## src/rtl/fpm_mul.sv

```systemverilog
// Pipelined binary32 multiplier (flush-to-zero, round-to-nearest-even), result 3 cycles after sampling.
// Define FPM_FLAGS_EN to add the registered {invalid, overflow, underflow, inexact} flags port.
module fpm_mul (
    input  logic        clk,
    input  logic        rst,
    input  logic        in_valid,
    input  logic [31:0] a,
    input  logic [31:0] b,
    output logic        out_valid,
`ifdef FPM_FLAGS_EN
    output logic [3:0]  flags,
`endif
    output logic [31:0] c
);
    localparam logic [1:0] SP_NUM  = 2'd0;
    localparam logic [1:0] SP_NAN  = 2'd1;
    localparam logic [1:0] SP_INF  = 2'd2;
    localparam logic [1:0] SP_ZERO = 2'd3;

    logic [3:0]  vld_q;
    logic [31:0] a_q, b_q;

    // Stage 1: unpack and classify
    logic [7:0]  ea, eb;
    logic [22:0] fa, fb;
    logic        a_nan, b_nan, a_inf, b_inf, a_zero, b_zero;
    logic [1:0]  s1_sp_d;
    logic signed [9:0] s1_exp_d;

    always_comb begin
        ea = a_q[30:23];
        eb = b_q[30:23];
        fa = a_q[22:0];
        fb = b_q[22:0];
        a_nan  = (&ea) & (|fa);
        b_nan  = (&eb) & (|fb);
        a_inf  = (&ea) & ~(|fa);
        b_inf  = (&eb) & ~(|fb);
        // Exponent 0 covers both zero and subnormal: subnormals are flushed to zero.
        a_zero = ~(|ea);
        b_zero = ~(|eb);
        s1_exp_d = {2'b00, ea} + {2'b00, eb} - 10'd127;
        if (a_nan | b_nan | (a_inf & b_zero) | (b_inf & a_zero))
            s1_sp_d = SP_NAN;
        else if (a_inf | b_inf)
            s1_sp_d = SP_INF;
        else if (a_zero | b_zero)
            s1_sp_d = SP_ZERO;
        else
            s1_sp_d = SP_NUM;
    end

    logic              s1_sign_q, s2_sign_q;
    logic signed [9:0] s1_exp_q, s2_exp_q;
    logic [23:0]       s1_ma_q, s1_mb_q;
    logic [1:0]        s1_sp_q, s2_sp_q;
    logic [47:0]       s2_prod_q;
    logic [31:0]       c_q;

    // Stage 3: normalise, round, pack
    logic [22:0]       frac_pre, frac_r;
    logic              g, r, s, round_up, carry, ovf, unf;
    logic signed [9:0] e_fin;
    logic [31:0]       c_d;

    always_comb begin
        frac_pre = s2_prod_q[47] ? s2_prod_q[46:24] : s2_prod_q[45:23];
        g        = s2_prod_q[47] ? s2_prod_q[23]    : s2_prod_q[22];
        r        = s2_prod_q[47] ? s2_prod_q[22]    : s2_prod_q[21];
        s        = s2_prod_q[47] ? (|s2_prod_q[21:0]) : (|s2_prod_q[20:0]);
        round_up = g & (r | s | frac_pre[0]);
        // A carry out of the fraction leaves it all-zero, i.e. 1.0 at the next exponent.
        {carry, frac_r} = {1'b0, frac_pre} + {23'd0, round_up};
        e_fin = s2_exp_q + {9'd0, s2_prod_q[47]} + {9'd0, carry};
        ovf = (e_fin >= 10'sd255);
        unf = (e_fin <= 10'sd0);
        c_d = {s2_sign_q, 31'd0};
        case (s2_sp_q)
            SP_NAN:  c_d = 32'h7FC00000;
            SP_INF:  c_d = {s2_sign_q, 8'hFF, 23'd0};
            SP_ZERO: c_d = {s2_sign_q, 31'd0};
            default: begin
                if (ovf)      c_d = {s2_sign_q, 8'hFF, 23'd0};
                else if (unf) c_d = {s2_sign_q, 31'd0};
                else          c_d = {s2_sign_q, e_fin[7:0], frac_r};
            end
        endcase
    end

    always_ff @(posedge clk or posedge rst) begin
        if (rst) begin
            vld_q     <= 4'd0;
            a_q       <= 32'd0;
            b_q       <= 32'd0;
            s1_sign_q <= 1'b0;
            s1_exp_q  <= 10'sd0;
            s1_ma_q   <= 24'd0;
            s1_mb_q   <= 24'd0;
            s1_sp_q   <= SP_NUM;
            s2_sign_q <= 1'b0;
            s2_exp_q  <= 10'sd0;
            s2_sp_q   <= SP_NUM;
            s2_prod_q <= 48'd0;
            c_q       <= 32'd0;
        end else begin
            vld_q     <= {vld_q[2:0], in_valid};
            a_q       <= a;
            b_q       <= b;
            s1_sign_q <= a_q[31] ^ b_q[31];
            s1_exp_q  <= s1_exp_d;
            s1_ma_q   <= {1'b1, fa};
            s1_mb_q   <= {1'b1, fb};
            s1_sp_q   <= s1_sp_d;
            s2_sign_q <= s1_sign_q;
            s2_exp_q  <= s1_exp_q;
            s2_sp_q   <= s1_sp_q;
            s2_prod_q <= s1_ma_q * s1_mb_q;
            if (vld_q[2])
                c_q <= c_d;
        end
    end

    assign out_valid = vld_q[3];
    assign c         = c_q;

`ifdef FPM_FLAGS_EN
    logic [3:0] flags_d, flags_q;

    always_comb begin
        case (s2_sp_q)
            SP_NAN:  flags_d = 4'b1000;
            SP_NUM:  flags_d = {1'b0, ovf, unf, g | r | s | ovf | unf};
            default: flags_d = 4'b0000;
        endcase
    end

    always_ff @(posedge clk or posedge rst) begin
        if (rst)
            flags_q <= 4'd0;
        else if (vld_q[2])
            flags_q <= flags_d;
    end

    assign flags = flags_q;
`endif
endmodule

```

## config.mk

```make
export PLATFORM = sky130hd
export DESIGN_NAME = fpm_mul
export DESIGN_NICKNAME = d
export VERILOG_FILES = /design/src/rtl/fpm_mul.sv
export SDC_FILE = /design/constraint.sdc
export NUM_CORES = 2
export LEC_CHECK = 0
export BUFFER_PORTS_ARGS = -buffer_cell sky130_fd_sc_hd__buf_4
export CAP_MARGIN = 10
export CORE_ASPECT_RATIO = 0.75
export CORE_MARGIN = 4
export CORE_UTILIZATION = 69
export DETAILED_ROUTE_END_ITERATION = 16
export MAX_ROUTING_LAYER = met4
export PLACE_DENSITY = 0.95
export SYNTH_ARGS = -nofsm -noshare
export SYNTH_HDL_FRONTEND = slang
export SYNTH_SLANG_ARGS = --single-unit
```

## constraint.sdc

```tcl
create_clock -name clk -period 16.82 [get_ports clk]
set_clock_uncertainty 0.2 [all_clocks]
set_input_delay 2.523 -clock clk [delete_from_list [all_inputs] [get_ports clk]]
set_output_delay 2.523 -clock clk [all_outputs]
set_load 0.01 [all_outputs]
```

# Word-level counts from Yosys, hierarchy flattened
# Index checks and enable logic that the tools add are counted.
[word_totals]
register_bits = 222
input_bits = 67
output_inout_bits = 33
wordCells = 61
[classes]
add_sub_neg = 5
multipliers = 1
n_lt_le_gt_ge = 2
eq_ne = 3
n_mux = 10
bitwise = 19
reduce_logical = 8
[op_table]
columns = ["op", "count"]
rows = [
  ["$pmux W32 S3", 1],
  ["$mux W31", 2],
  ["$mul A24 B24 Y48", 1],
  ["$reduce_or A23 Y1", 2],
  ["$add A23 B1 Y24", 1],
  ["$mux W23", 1],
  ["$reduce_or A22 Y1", 1],
  ["$reduce_or A21 Y1", 1],
  ["$add A10 B1 Y10", 2],
  ["$reduce_and A8 Y1", 2],
  ["$reduce_or A8 Y1", 2],
  ["$ge A10 B9 Y1 const B", 1],
  ["$le A10 B1 Y1 const B", 1],
  ["$sub A9 B7 Y10 const B", 1],
  ["$add A8 B8 Y9", 1],
  ["$and A1 B1 Y1", 7],
  ["$or A1 B1 Y1", 7],
  ["$mux W2", 3],
  ["$eq A2 B2 Y1 const B", 2],
  ["$not A1 Y1", 4],
  ["$mux W1", 3],
  ["$eq A2 B1 Y1 const B", 1],
  ["$xor A1 B1 Y1", 1],
]

# Longest topological paths before layout
[depth]
ltp_word = 11
depth_mapped = 27
mapped_depth_nobuf = 25

# Worst setup path before layout
# No wires, ideal clock.
[synth_timing]
path_kind = "register to register"
start = "reg s1_mb_q[3]"
end = "reg s2_prod_q[45]"
setup_ns = 0.124
arrival_time_ns = 6.443
required_ns = 16.496
slack_ns = 10.053
path_stages_with_launch = 27
path_buffers = 1
synth_period_minus_slack_ns = 6.767
path_cell_list = "dfrtp_1 -> clkbuf_1 -> nand2_1 -> fa_1 -> inv_1 -> fa_1 -> inv_1 -> fa_1 -> inv_1 -> fa_1 -> inv_1 -> fa_1 -> inv_1 -> fa_1 -> inv_1 -> fa_1 -> inv_1 -> ha_1 -> and3_4 -> nand2_2 -> o41a_1 -> o21ai_2 -> o21ai_2 -> o21a_1 -> o41ai_1 -> a21oi_1 -> xnor2_1"
[synth_via]
elab_chain_len = 1
[synth_rtl]
columns = ["item", "line", "rtl"]
rows = [
  ["start: declaration", "55", "logic [23:0] s1_ma_q, s1_mb_q;"],
  ["start signal: assignment", "112", "s1_mb_q <= {1'b1, fb};"],
  ["$mul A24 B24 Y48", "117", "s2_prod_q <= s1_ma_q * s1_mb_q;"],
  ["end signal: assignment", "117", ""],
  ["end: declaration", "57", "logic [47:0] s2_prod_q;"],
]
# Every way passes these cells.
# A chain may end at the register's enable or synchronous reset.

# Worst setup path in the final report
[layout_timing]
start = "reg s1_ma_q[11]"
end = "reg s2_prod_q[47]"
[layout_via]
elab_chain_len = 1
[layout_rtl]
columns = ["item", "line", "rtl"]
rows = [
  ["start: declaration", "55", ""],
  ["start signal: assignment", "111", "s1_ma_q <= {1'b1, fa};"],
  ["$mul A24 B24 Y48", "117", ""],
]
# Every way passes these cells.

==> metrics.cfg <==
[timing]
slew-limit-headroom=0.158
worstMarginPinSlew_ns=1.26
timing.final.ws_setup_ns=8.96
setup_tns_ns=0
holdWs_ns=0.146
max_freq_mhz=127
rsz0062_at_grt=no
period_share=0.468
min_period_ns=7.86
slew_violations=0
setup_violations=0
hold_viol=0

[floorplan]
io_pins=100
die_height_um=179
row_count=62
fp.coreArea_um2=38500
die_x_um=236
dieArea_um2=42400
initial_core_util=0.701

[detailed_routing]
avgRoutedWirePerCell_um=21.6
wl_um=71500
ant_nets=0
drtPass1Iterations=7
vias_per_cell=6.08
vias=20080
drc=0
drtIter0Drc=2247

[job]
maxCapViolCount=0

[clocking]
numClockSinks=221
path_clk_slew_ns=0.07
clockBufferDepth=3
cts_setup_buffers=0
cts-resized-gates=0
clk_latency_ns=0.58
root_buffer=clkbuf_16
tritoncts=done
cts_made_buffers=25
cts-htree-levels=1
cts_hold_buf=0

[placed_design]
hpwl_um=52900
place_congestion=0.973
port_buffers=99
pre_cts_slack_ns=9.10

[finish]
n_fill_cell=2445
regArea_um2=5530
finalNetCount=3521
post_route_cells_drive_above_1_share=0.0659
multi_input_area_um2=18700
area_delta_synth_final_pct=7.00
antenna_cells=0

[setup_path]
critical_path_class=flip-flop to flip-flop
worstPathArrival_ns=8.11
critPathCaptureType=flip-flop
crit_family=adder cells
critical_path.max_stage_delay_ns=1.13
cp.required_ns=17.06
cp-start-kind=flip-flop
worst-path-max-fanout=24
critPathBufInv=7
cp_slowest_cell=dfrtp_1

[synthesis]
synth_fp_nets=3506
synthArstFlopShare=1.00
avgSynthCellArea_um2=9.78
synth_area_um2=27000
synth_seq_cells=221
yosys_warnings=0
synth_cell_types=76
synth-main-ff-cell=dfrtp_1
synth.yosys.seq_area_share=0.205
synth-edff-count=0
synth_cells=2759

[global_route]
grt-ovfl-total=0
grt_usage=0.358
grt_max_degree=150
antenna_found_initial=0
grt_pass1_wl_um=116000
grt_pass1_vias=21994

[outcome]
status=complete, no violations

[worst_hold_path]
hp-class=flip-flop to flip-flop

[per-stage QoR]
step                      cell area, um2  std cells   util
after global routing               28900       3305  0.750
final                              28900       3305  0.750
after floorplan                    27000       2759      -
after CTS                          28900       3304  0.750
after global placement             28000       3258  0.727
after detailed placement           28000       3258  0.727
[state kept, by name, summed over array words and instances, names as in the netlist]
register and count:
s2_sp_q 2, s2_sign_q 1, s2_exp_q 10, s1_ma_q 24, s1_sp_q 2, s2_prod_q 48
a_q 32, s1_exp_q 10, s1_sign_q 1, c 32, b_q 32, s1_mb_q 23
vld_q 4
[worst register-to-register path: cells and delay by family (launching register included)]
| kind | cells | cell delay [ns] |
|---|---|---|
| AO/OA/AOI/OAI | 5 | 1.30 |
| flip-flops | 1 | 1.13 |
| adder cells (fa/ha/maj) | 8 | 3.92 |
| AND/OR/NAND/NOR | 4 | 0.69 |
| XOR/XNOR | 1 | 0.12 |
| buffers and inverters | 7 | 0.38 |
[layout make-up]
cell class / instances / share of cell area
Clock buffer: 27 / 0.0219
Clock inverter: 19 / 0.00863
Inverter: 589 / 0.0769
Multi-Input combinational cell: 1823 / 0.649
Sequential cell: 221 / 0.192
Tap cell: 512 / 0.0222
Timing Repair Buffer: 114 / 0.0296
[worst paths after layout]
path                                  to        start  slack (ns)  cells after the start
min reg2reg                  s2_exp_q[7]  s1_exp_q[7]        0.15                      0
max in group asynchronous         a_q[3]          rst       12.72                      3
max                        s2_prod_q[47]  s1_ma_q[11]        8.96                     25
min                          s2_exp_q[7]  s1_exp_q[7]        0.15                      0
min in group asynchronous        a_q[25]          rst        1.97                      2
max reg2reg                s2_prod_q[47]  s1_ma_q[11]        8.96                     25
[synthesized netlist by cell type, drive strengths merged, types with 7 or more instances]
cell | n | area share
a31oi | 9 | 0.0026
and3 | 9 | 0.0023
o21a | 7 | 0.0019
a21oi | 73 | 0.014
a211oi | 9 | 0.0029
o22ai | 21 | 0.0053
nand3 | 27 | 0.0050
fa | 484 | 0.36
nand2 | 319 | 0.045
o21ai | 42 | 0.0082
nand4 | 21 | 0.0051
xnor2 | 49 | 0.016
and2 | 312 | 0.072
a21o | 38 | 0.011
nor3 | 8 | 0.0019
nor4 | 18 | 0.0044
inv | 589 | 0.082
nor2b | 7 | 0.0016
clkbuf | 118 | 0.016
buf | 8 | 0.0020
mux2i | 11 | 0.0041
ha | 196 | 0.091
xor2 | 37 | 0.012
dfrtp | 221 | 0.21
nor2 | 57 | 0.0079
[per-layer routing]
layer / track usage / vias up / share of wire
met5: - / - / 0
met2: 0.580 / 1283 / 0.48
met1: 0.443 / 10081 / 0.36
li1: - / 8337 / -
met4: 0.161 / 0 / 0.056
met3: 0.0755 / 379 / 0.10
[cells by family after synthesis]
group | share of synthesized area
other | 0.000139
multiplexers | 0.00450
flip-flops | 0.205
buffers and inverters | 0.100
XOR/XNOR | 0.0279
adder cells (fa/ha/maj) | 0.450
AO/OA/AOI/OAI | 0.0581
AND/OR/NAND/NOR | 0.154
[cells in the final DEF, fill, tap and decap left out, drive strengths merged, types with 4 or more instances in the layout]
cell and n:
a211oi 9, or4 6, nor3 8, inv 596
o22ai 21, nand4 21, nor2 57, nand2 319
a21o 38, clkinv 5, o21bai 6, nor3b 4
mux2i 11, o21a 7, a21oi 73, dfrtp 221
fa 484, bufinv 4, xor2 37, nor4 18
a31oi 9, and2 312, and3 9, nand3 27
nand2b 6, ha 196, xnor2 49, nor2b 7
and4 5, clkbuf 27, buf 114, a21boi 5
o21ai 42, o41ai 4
Power is not shown: default switching activity piles up to over one toggle a cycle in this logic, so the estimate is an artifact.
